--- src/rtl/clock_factor_pkg.sv ---
// Shared types and constants for the clock factor calculator (state encoding,
// safe divide-by-1 reset set, minimum legal quotient).
package clock_factor_pkg;

    typedef enum logic [1:0] {
        ST_IDLE   = 2'd0,
        ST_CHECK  = 2'd1,
        ST_DIV    = 2'd2,
        ST_COMMIT = 2'd3
    } state_t;

    // Published set after reset: divide-by-1, same as the downstream divider default
    localparam int unsigned RST_DIVIDEND  = 1;
    localparam int unsigned RST_DIVISOR   = 1;
    localparam int unsigned RST_QUOTIENT  = 1;
    localparam int unsigned RST_REMAINDER = 0;

    localparam int unsigned MIN_QUOTIENT  = 2;

endpackage

--- src/rtl/clock_factor_divider.sv ---
// Iterative restoring divider: one quotient bit per clock, MSB first,
// FACTOR_BIT steps after i_start. o_done marks the cycle of the final step.
module clock_factor_divider
    import clock_factor_pkg::*;
#(
    parameter int FACTOR_BIT = 31
) (
    input  logic                  i_clk,
    input  logic                  i_rstn,
    input  logic                  i_start,
    input  logic [FACTOR_BIT-1:0] i_dividend,
    input  logic [FACTOR_BIT-1:0] i_divisor,
    output logic                  o_busy,
    output logic                  o_done,
    output logic [FACTOR_BIT-1:0] o_quotient,
    output logic [FACTOR_BIT-1:0] o_remainder
);

    localparam int               CW        = $clog2(FACTOR_BIT + 1);
    localparam logic [CW-1:0]    LAST_STEP = CW'(FACTOR_BIT - 1);

    // The stored remainder is always < divisor, so only the shifted value needs the extra bit
    logic [FACTOR_BIT-1:0] r_rem;
    logic [FACTOR_BIT-1:0] r_quo;
    logic [FACTOR_BIT-1:0] r_dsr;
    logic [CW-1:0]         r_cnt;
    logic                  r_busy;

    logic [FACTOR_BIT:0]   w_rem_sh;
    logic [FACTOR_BIT:0]   w_rem_sub;
    logic                  w_ge;

    assign w_rem_sh  = {r_rem, r_quo[FACTOR_BIT-1]};
    assign w_ge      = (w_rem_sh >= {1'b0, r_dsr});
    assign w_rem_sub = w_rem_sh - {1'b0, r_dsr};

    // Dividend bits shift out of r_quo's MSB while quotient bits shift into its LSB
    always_ff @(posedge i_clk or negedge i_rstn) begin
        if (!i_rstn) begin
            r_rem  <= '0;
            r_quo  <= '0;
            r_dsr  <= '0;
            r_cnt  <= '0;
            r_busy <= 1'b0;
        end else if (i_start) begin
            r_rem  <= '0;
            r_quo  <= i_dividend;
            r_dsr  <= i_divisor;
            r_cnt  <= '0;
            r_busy <= 1'b1;
        end else if (r_busy) begin
            r_rem  <= w_ge ? w_rem_sub[FACTOR_BIT-1:0] : w_rem_sh[FACTOR_BIT-1:0];
            r_quo  <= {r_quo[FACTOR_BIT-2:0], w_ge};
            r_cnt  <= r_cnt + 1'b1;
            if (r_cnt == LAST_STEP) begin
                r_busy <= 1'b0;
            end
        end
    end

    assign o_busy      = r_busy;
    assign o_done      = r_busy && (r_cnt == LAST_STEP);
    assign o_quotient  = r_quo;
    assign o_remainder = r_rem;

endmodule

--- src/rtl/clock_factor_calc.sv ---
// Validates a requested division ratio, divides it, and publishes dividend/divisor/
// quotient/remainder atomically. Optional macro CLOCK_FACTOR_AUTO_REQ_EN adds self-start on input change.
module clock_factor_calc
    import clock_factor_pkg::*;
#(
    parameter int FACTOR_BIT = 31
) (
    input  logic                  i_clk,
    input  logic                  i_rstn,
    input  logic                  i_req,
    input  logic [FACTOR_BIT-1:0] i_dividend,
    input  logic [FACTOR_BIT-1:0] i_divisor,
    output logic                  o_busy,
    output logic                  o_done,
    output logic                  o_err,
    output logic                  o_exact,
    output logic [FACTOR_BIT-1:0] o_clk_dividend,
    output logic [FACTOR_BIT-1:0] o_clk_divisor,
    output logic [FACTOR_BIT-1:0] o_clk_quotient,
    output logic [FACTOR_BIT-1:0] o_clk_remainder
);

    localparam logic [FACTOR_BIT:0] MINQ = (FACTOR_BIT + 1)'(MIN_QUOTIENT);

    state_t                r_state;
    state_t                w_state_nx;
    logic [FACTOR_BIT-1:0] r_sh_dividend;
    logic [FACTOR_BIT-1:0] r_sh_divisor;
    logic                  r_done;
    logic                  r_err;
    logic                  r_exact;
    logic [FACTOR_BIT-1:0] r_pub_dividend;
    logic [FACTOR_BIT-1:0] r_pub_divisor;
    logic [FACTOR_BIT-1:0] r_pub_quotient;
    logic [FACTOR_BIT-1:0] r_pub_remainder;

    logic                  w_self_start;
    logic                  w_launch;
    logic                  w_reject;
    logic [FACTOR_BIT:0]   w_min_dividend;
    logic                  w_capture;
    logic                  w_fail;
    logic                  w_div_start;
    logic                  w_commit;
    logic                  w_div_busy;
    logic                  w_div_done;
    logic [FACTOR_BIT-1:0] w_div_quotient;
    logic [FACTOR_BIT-1:0] w_div_remainder;

`ifdef CLOCK_FACTOR_AUTO_REQ_EN
    assign w_self_start = (i_dividend != r_sh_dividend) || (i_divisor != r_sh_divisor);
`else
    assign w_self_start = 1'b0;
`endif

    assign w_launch       = i_req || w_self_start;
    assign w_min_dividend = {1'b0, r_sh_divisor} * MINQ;
    assign w_reject       = (r_sh_divisor == '0) || ({1'b0, r_sh_dividend} < w_min_dividend);

    clock_factor_divider #(
        .FACTOR_BIT (FACTOR_BIT)
    ) u_divider (
        .i_clk       (i_clk),
        .i_rstn      (i_rstn),
        .i_start     (w_div_start),
        .i_dividend  (r_sh_dividend),
        .i_divisor   (r_sh_divisor),
        .o_busy      (w_div_busy),
        .o_done      (w_div_done),
        .o_quotient  (w_div_quotient),
        .o_remainder (w_div_remainder)
    );

    always_ff @(posedge i_clk or negedge i_rstn) begin
        if (!i_rstn) begin
            r_state <= ST_IDLE;
        end else begin
            r_state <= w_state_nx;
        end
    end

    always_comb begin
        w_state_nx = r_state;
        case (r_state)
            ST_IDLE:   if (w_launch) w_state_nx = ST_CHECK;
            ST_CHECK:  w_state_nx = w_reject ? ST_IDLE : ST_DIV;
            ST_DIV:    if (w_div_done) w_state_nx = ST_COMMIT;
            ST_COMMIT: w_state_nx = ST_IDLE;
            default:   w_state_nx = ST_IDLE;
        endcase
    end

    always_comb begin
        w_capture   = 1'b0;
        w_fail      = 1'b0;
        w_div_start = 1'b0;
        w_commit    = 1'b0;
        case (r_state)
            ST_IDLE:   w_capture   = w_launch;
            ST_CHECK: begin
                w_fail      = w_reject;
                w_div_start = !w_reject;
            end
            ST_COMMIT: w_commit    = 1'b1;
            default:   ;
        endcase
    end

    // Shadow copy of the request; later input changes cannot disturb a calculation
    always_ff @(posedge i_clk or negedge i_rstn) begin
        if (!i_rstn) begin
            r_sh_dividend <= FACTOR_BIT'(RST_DIVIDEND);
            r_sh_divisor  <= FACTOR_BIT'(RST_DIVISOR);
        end else if (w_capture) begin
            r_sh_dividend <= i_dividend;
            r_sh_divisor  <= i_divisor;
        end
    end

    always_ff @(posedge i_clk or negedge i_rstn) begin
        if (!i_rstn) begin
            r_pub_dividend  <= FACTOR_BIT'(RST_DIVIDEND);
            r_pub_divisor   <= FACTOR_BIT'(RST_DIVISOR);
            r_pub_quotient  <= FACTOR_BIT'(RST_QUOTIENT);
            r_pub_remainder <= FACTOR_BIT'(RST_REMAINDER);
            r_exact         <= 1'b1;
        end else if (w_commit) begin
            r_pub_dividend  <= r_sh_dividend;
            r_pub_divisor   <= r_sh_divisor;
            r_pub_quotient  <= w_div_quotient;
            r_pub_remainder <= w_div_remainder;
            r_exact         <= (w_div_remainder == '0);
        end
    end

    always_ff @(posedge i_clk or negedge i_rstn) begin
        if (!i_rstn) begin
            r_done <= 1'b0;
            r_err  <= 1'b0;
        end else begin
            r_done <= w_fail || w_commit;
            if (w_fail) begin
                r_err <= 1'b1;
            end else if (w_commit) begin
                r_err <= 1'b0;
            end
        end
    end

    assign o_busy          = (r_state != ST_IDLE) || w_div_busy;
    assign o_done          = r_done;
    assign o_err           = r_err;
    assign o_exact         = r_exact;
    assign o_clk_dividend  = r_pub_dividend;
    assign o_clk_divisor   = r_pub_divisor;
    assign o_clk_quotient  = r_pub_quotient;
    assign o_clk_remainder = r_pub_remainder;

endmodule
--- config.mk ---
export PLATFORM = sky130hd
export DESIGN_NAME = clock_factor_calc
export DESIGN_NICKNAME = d
export VERILOG_FILES = /design/src/rtl/clock_factor_pkg.sv /design/src/rtl/clock_factor_divider.sv /design/src/rtl/clock_factor_calc.sv
export SDC_FILE = /design/constraint.sdc
export NUM_CORES = 1
export LEC_CHECK = 0
export ABC_AREA = 1
export BUFFER_PORTS_ARGS = -buffer_cell sky130_fd_sc_hd__buf_2
export CAP_MARGIN = 10
export CORE_ASPECT_RATIO = 1.25
export CORE_MARGIN = 2
export CORE_UTILIZATION = 59
export CTS_CLUSTER_DIAMETER = 40
export DETAILED_ROUTE_END_ITERATION = 8
export PLACE_DENSITY = 0.81
export SYNTH_ARGS = -nofsm -noshare
export SYNTH_HDL_FRONTEND = slang
export SYNTH_SLANG_ARGS = --single-unit
export TNS_END_PERCENT = 30
--- constraint.sdc ---
create_clock -name i_clk -period 2.7 [get_ports i_clk]
set_input_delay 0.135 -clock i_clk [delete_from_list [all_inputs] [get_ports i_clk]]
set_output_delay 0.135 -clock i_clk [all_outputs]
set_load 0.02 [all_outputs]
# --- Word-level counts from Yosys, hierarchy flattened ---
# Index checks and enable logic that the tools add are counted.
totals:
  regBits: 290
  input_bits: 65
  output_inout_bits: 128
  word_cells: 57
classes:
  n_addsub: 2
  order_cmp: 2
  n_eq_ne: 6
  muxes: 20
  n_reduce_logical: 12
ops:
  columns: ["operator", "count"]
  rows:
  - ["2-to-1 mux 31 bit", 5]
  - ["logical NOT 31 bit", 2]
  - ["greater-or-equal comparator 32 x 31 -> 1 bit", 1]
  - ["less-than comparator 31 x 32 -> 1 bit", 1]
  - ["subtractor 31 bit", 1]
  - ["2-to-1 mux 5 bit", 2]
  - ["2-to-1 mux 1 bit", 9]
  - ["case mux 2 bit (4 select lines)", 1]
  - ["2-to-1 mux 2 bit", 3]
  - ["nonzero test 2 bit", 3]
  - ["adder 5 x 1 -> 5 bit, second input constant", 1]
  - ["equality test 5 bit, second input constant", 1]
  - ["equality test 2 bit, second input constant", 2]
  - ["logical OR 1 bit", 3]
  - ["equality test 2 x 1 -> 1 bit, second input constant", 1]
  - ["logical NOT 2 bit", 1]
  - ["!= test 2 x 1 -> 1 bit, second input constant", 1]
  - ["!= test 2 bit, second input constant", 1]
  - ["AND reduction 2 bit", 1]
  - ["logical AND 1 bit", 1]
  - ["logical NOT 1 bit", 1]

# --- Longest topological paths before layout ---
depth:
  depth_word: 5
  depth_mapped: 18
  ltp_nobuf: 17

# --- Modules after synthesis ---
# Synthesis repeated with hierarchy kept, for this count alone.
hier_totals:
  cells_unflattened: 1878
  area_unflattened_um2: 14886.8
by_module_without_submodules:
  columns: ["mod", "instances", "cells_per_inst", "area_per_inst_um2", "seq_area_each_um2"]
  rows:
  - ["clock_factor_calc", 1, 855, 8010.2, 4787.1]
  - ["clock_factor_divider", 1, 1023, 6876.6, 2477.4]

# --- Worst setup path after synthesis ---
# OpenSTA, ideal clock, no wires.
synth_path:
  path_type: "register -> register"
  startpoint: "reg u_divider.r_quo[30] (netlist: u_divider.o_quotient[30])"
  endpoint: "reg u_divider.r_rem[12] (netlist: u_divider.o_remainder[12])"
  setup_ns: 0.065
  arrival_ns: 2.099
  t_required_ns: 2.635
  path_slack_ns: 0.536
  stages_incl_launch_ff: 18
  n_path_buf: 2
  period_less_slack_ns: 2.164
  path_cell_list: "dfrtp_1 inv_1 ha_1 inv_1 fa_1 nand2_1 nand3_1 nand3_1 nand2_2 nand2_2 nand3_2 nand2_4 nand2_4 buf_8 buf_12 o21ai_2 nand2_1 nand2_1"
synth_between:
  elab_chain_len: 4
  elab_cells_between_ends: 5
  cone_classes: "1 x add/sub; 1 x order compare; 3 x mux"
synth_rtl:
  columns: ["item", "line_no", "source"]
  rows:
  - ["from (decl)", "clock_factor_divider.sv:24", "logic [FACTOR_BIT-1:0] r_quo;"]
  - ["from (signal assigned)", "clock_factor_divider.sv:47", "r_quo <= i_dividend;"]
  - ["from (signal assigned)", "clock_factor_divider.sv:53", "r_quo <= {r_quo[FACTOR_BIT-2:0], w_ge};"]
  - ["subtractor 31 bit or greater-or-equal comparator 32 x 31 -> 1 bit (tied branches)", "clock_factor_divider.sv:35, clock_factor_divider.sv:34", null]
  - ["2-to-1 mux 31 bit *", "clock_factor_divider.sv:52", "r_rem <= w_ge ? w_rem_sub[FACTOR_BIT-1:0] : w_rem_sh[FACTOR_BIT-1:0];"]
  - ["2-to-1 mux 31 bit *", "clock_factor_divider.sv:51", "end else if (r_busy) begin"]
  - ["2-to-1 mux 31 bit *", "clock_factor_divider.sv:45", "end else if (i_start) begin"]
  - ["to (signal assigned)", "clock_factor_divider.sv:52", null]
  - ["to (decl)", "clock_factor_divider.sv:23", "logic [FACTOR_BIT-1:0] r_rem;"]
# Every way passes the cells marked *; elsewhere a longest branch is shown, timed or not. The select of a mux whose other input is x is not followed.
# A chain may end at the register's enable or synchronous reset.

# --- Worst setup path in the final report ---
layout_path:
  startpoint: "reg r_sh_divisor[6]"
  endpoint: "reg u_divider.r_quo[24] (netlist: u_divider.o_quotient[24])"
layout_between:
  elab_chain_len: 5
  elab_cells_between_ends: 7
  cone_classes: "1 x order compare; 2 x mux; 4 x reduce/logical"
layout_rtl:
  columns: ["item", "line_no", "source"]
  rows:
  - ["from (decl)", "clock_factor_calc.sv:28", "logic [FACTOR_BIT-1:0] r_sh_divisor;"]
  - ["from (signal assigned)", "clock_factor_calc.sv:113", "r_sh_divisor <= FACTOR_BIT'(RST_DIVISOR);"]
  - ["from (signal assigned)", "clock_factor_calc.sv:116", "r_sh_divisor <= i_divisor;"]
  - ["less-than comparator 31 x 32 -> 1 bit or logical NOT 31 bit (tied branches)", "clock_factor_calc.sv:58", "assign w_reject = (r_sh_divisor == '0) || ({1'b0, r_sh_dividend} < w_min_dividend);"]
  - ["logical OR 1 bit *", "clock_factor_calc.sv:58", null]
  - ["logical NOT 1 bit *", "clock_factor_calc.sv:102", "w_div_start = !w_reject;"]
  - ["2-to-1 mux 1 bit *", "clock_factor_calc.sv:98", "case (r_state)"]
  - ["2-to-1 mux 31 bit or nonzero test 2 bit (tied branches)", null, null]
# Every way passes the cells marked *; elsewhere a longest branch is shown, timed or not.

==> out/results.ini <==
[run_status]
status = completed

[logic_synthesis]
yosys.cell_types.count = 41
yosysTopAreaCell = dfrtp_1
synth-seq-cells = 290
synth_area_per_cell_um2 = 7.906
async_flop_share_pct = 100.0
synth_nets = 2027
ys_warn_count = 0
synth_top_area_share_pct = 47.34
synth_top_cells_by_area = dfrtp_1 (47%), nand2_1 (17%), inv_1 (5.4%)
synth_edf_count = 0
netlist_instances = 1899
synth.most_common_cell = nand2_1
syn-cell-area_um2 = 15010
ys.flop_type = dfrtp_1
synthTopCellsByCount = nand2_1 (690), dfrtp_1 (284), inv_1 (214)
synth-seq-area-share_pct = 48.39

[global_route]
overflow = 0
grt_max_degree = 187
grtUsageTotal_pct = 34.14
grt_pass1_wl_um = 72620
antenna_found_initial = 1
first_global_vias = 14131

[floorplan]
fp-row-count = 65
die_w_um = 146.7
start_util_pct = 59.74
fp.dieH_um = 182.3
core_area_um2 = 25130
io_pins = 193
die_area_um2 = 26750

[power]
powerDensity_nw_per_um2 = 1482
vdd_ir_drop_max_mv = 0.7936
cellLeakagePower_nw = 9.984

[sta]
max_slew_margin_pct = 43.58
fin_ws_ns = 0.1902
timing.fmax_mhz = 398.4
fin_crit_sh_pct = 92.95
hold_violations = 0
totalNegativeSetupSlack_ns = 0
post-route-min-period_ns = 2.510
drv_slew = 0
clock_skew_ns = 0.03473
setup_viol = 0
rsz0062_at_grt = false
tightest_slew_ns = 0.8463

[worst_setup_path]
critPathArrivalTime_ns = 2.99
worst_setup_path_end_kind = flop
critPathKind = flop to flop
reg2reg_slack_ns = 0.19
start_kind = flop
reg2reg_from = r_sh_divisor[6]
cp.required_ns = 3.18
critPathTopFamily = simple AND/OR/NAND/NOR gates
max_stage_delay_ns = 0.43
crit_path_frequent_cell = nand2_1
critical_path.cell_chain = inv_1 -> ha_1 -> nand2_1 -> inv_1 -> a21oi_1 -> nand2_1 -> nand2_1 -> nand2_1 -> nand2_1 -> nand2_2 -> nand3_4 -> buf_4 -> nand3_1 -> nand3_1
reg2reg_depth = 14
reg2reg_to = u_divider.o_quotient[24]
path_buf_inv = 3
critPathSlowestCell = dfrtp_1
critPathMaxFanout = 38

[placement]
routabilityCongestion = 0.9294
dp.cells = 2385
dpl_worst_slack_ns = 0.1957
place_area_um2 = 16480
io_buffers = 192
dp_hpwl_um = 29750

[hold_path]
hold_path_end = r_state[0]
hold_depth = 3
worstHoldStart = i_req
min_path_type = input port to flop

[routing]
ant_nets = 0
num_vias = 14038
drt_iter0_markers = 914
drc = 0
via_per_inst = 5.604
drt-pass1-iter-count = 6
wl_um = 45190
wire_per_inst_um = 18.04

[clocking]
cts-buffers-inserted = 31
clk_latency_ns = 0.57
clock-sinks = 290
cts_tree = done
htreeDepth = 1
clockRootBuffer = clkbuf_16
clk_path_buf_depth = 3
path_clk_slew_ns = 0.07

[finish]
final_cells = 2505
drive_gt1_share_pct = 16.74
final_area_um2 = 18090
nNetsFinal = 2274
area_growth_pct = 20.53

[flow_run]
maxCapViolCount = 0

-- layer usage --
metal	share of wire, %	up-vias	track usage (%)
met3	6.5	228	5.050
met4	6.9	0	20.58
met5	0	-	0
met2	50	695	58.12
met1	37	6604	41.20
li1	-	6511	-
-- worst min-delay path, cell delays in order --
cell and delay, ns:
buf_2 0.10, nand2_4 0.21, o21ai_0 0.15
-- worst max-delay path by stage --
| stage | startpoint | to | slack [ns] | cells past startpoint |
|---|---|---|---|---|
| after CTS | u_divider.o_quotient[30] | u_divider.o_remainder[5] | 0.15 | 17 |
| after global placement | u_divider.o_quotient[30] | u_divider.o_remainder[6] | 0.30 | 17 |
| after floorplan | u_divider.o_quotient[30] | u_divider.o_remainder[12] | 0.54 | 17 |
| after detailed placement | u_divider.o_quotient[30] | u_divider.o_remainder[9] | 0.20 | 17 |
| after global routing | u_divider.o_quotient[30] | u_divider.o_remainder[2] | 0.02 | 17 |
| final | r_sh_divisor[6] | u_divider.o_quotient[24] | 0.19 | 14 |
-- cells by family after synthesis --
logic type               share of synthesized area (%)
adder cells (fa/ha/maj)                          5.300
multiplexers                                     2.100
buffers and inverters                            8.184
AO/OA/AOI/OAI                                    6.192
AND/OR/NAND/NOR                                  28.79
flip-flops                                       48.39
XOR/XNOR                                         1.050
-- cell usage in the layout, fill, tap and decap left out, types with 5 or more instances in the layout --
cell and count:
a21oi_1 57, and2_1 6, buf_12 11, buf_2 191, buf_4 28, clkbuf_1 7, clkbuf_16 31, clkinv_2 5
dfrtp_1 284, dfstp_2 6, dlygate4sd3_1 63, ha_1 62, inv_1 213, inv_2 13, mux2_2 28, nand2_1 688
nand2_2 7, nand3_1 133, nand3_2 5, nand3b_1 5, nand4_1 51, nor2_1 88, nor3_1 10, nor4_1 9
o21ai_0 83, o21ai_1 24, o21ai_2 5, xor2_1 16
-- flip-flops by register name (all words and copies together), names as in the netlist, 5 cells and up, named ones only --
name / count
u_divider.r_dsr: 31
r_sh_dividend: 31
u_divider.o_quotient: 31
u_divider.o_remainder: 31
r_sh_divisor: 31
o_clk_dividend: 31
u_divider.r_cnt: 5
o_clk_quotient: 31
o_clk_divisor: 31
o_clk_remainder: 31
-- stage by stage --
step / power, W / hold WS (ns) / util [%]
global placement: 0.02182 / 0.2569 / 65.57
floorplan: 0.01780 / -0.1606 / -
CTS: 0.02643 / 0.06352 / 71.95
finish: 0.02682 / 0.1021 / 72.00
global route: 0.02895 / 0.1394 / 72.00
detailed placement: 0.02220 / 0.2639 / 65.57
-- final cells by class --
class                      count  area (um^2)
antenna                        1        2.502
tap                          335        419.2
multi-input combinational   1303         6556
sequential                   290         7264
inverter                     226        848.3
timing repair buffer         294         2032
clock buffer                  42        857.1
clock inverter                14        115.1
fill                        1852         7036
-- where the power goes --
group          internal [W]  switching [W]  total, W
clock               0.00224        0.00180   0.00404
sequential          0.00640        0.00163   0.00803
combinational       0.00503        0.00971    0.0147
-- what timing repair did --
item / 4_1_cts / 5_1_grt
endpoints found under the setup margin: 0 / 25
hold buffers: 63 / 0
setup buffers: 0 / 0
hold endpoints to repair: 161 / 0
resized for setup: 0 / 2
(Power assumes the default switching activity.)
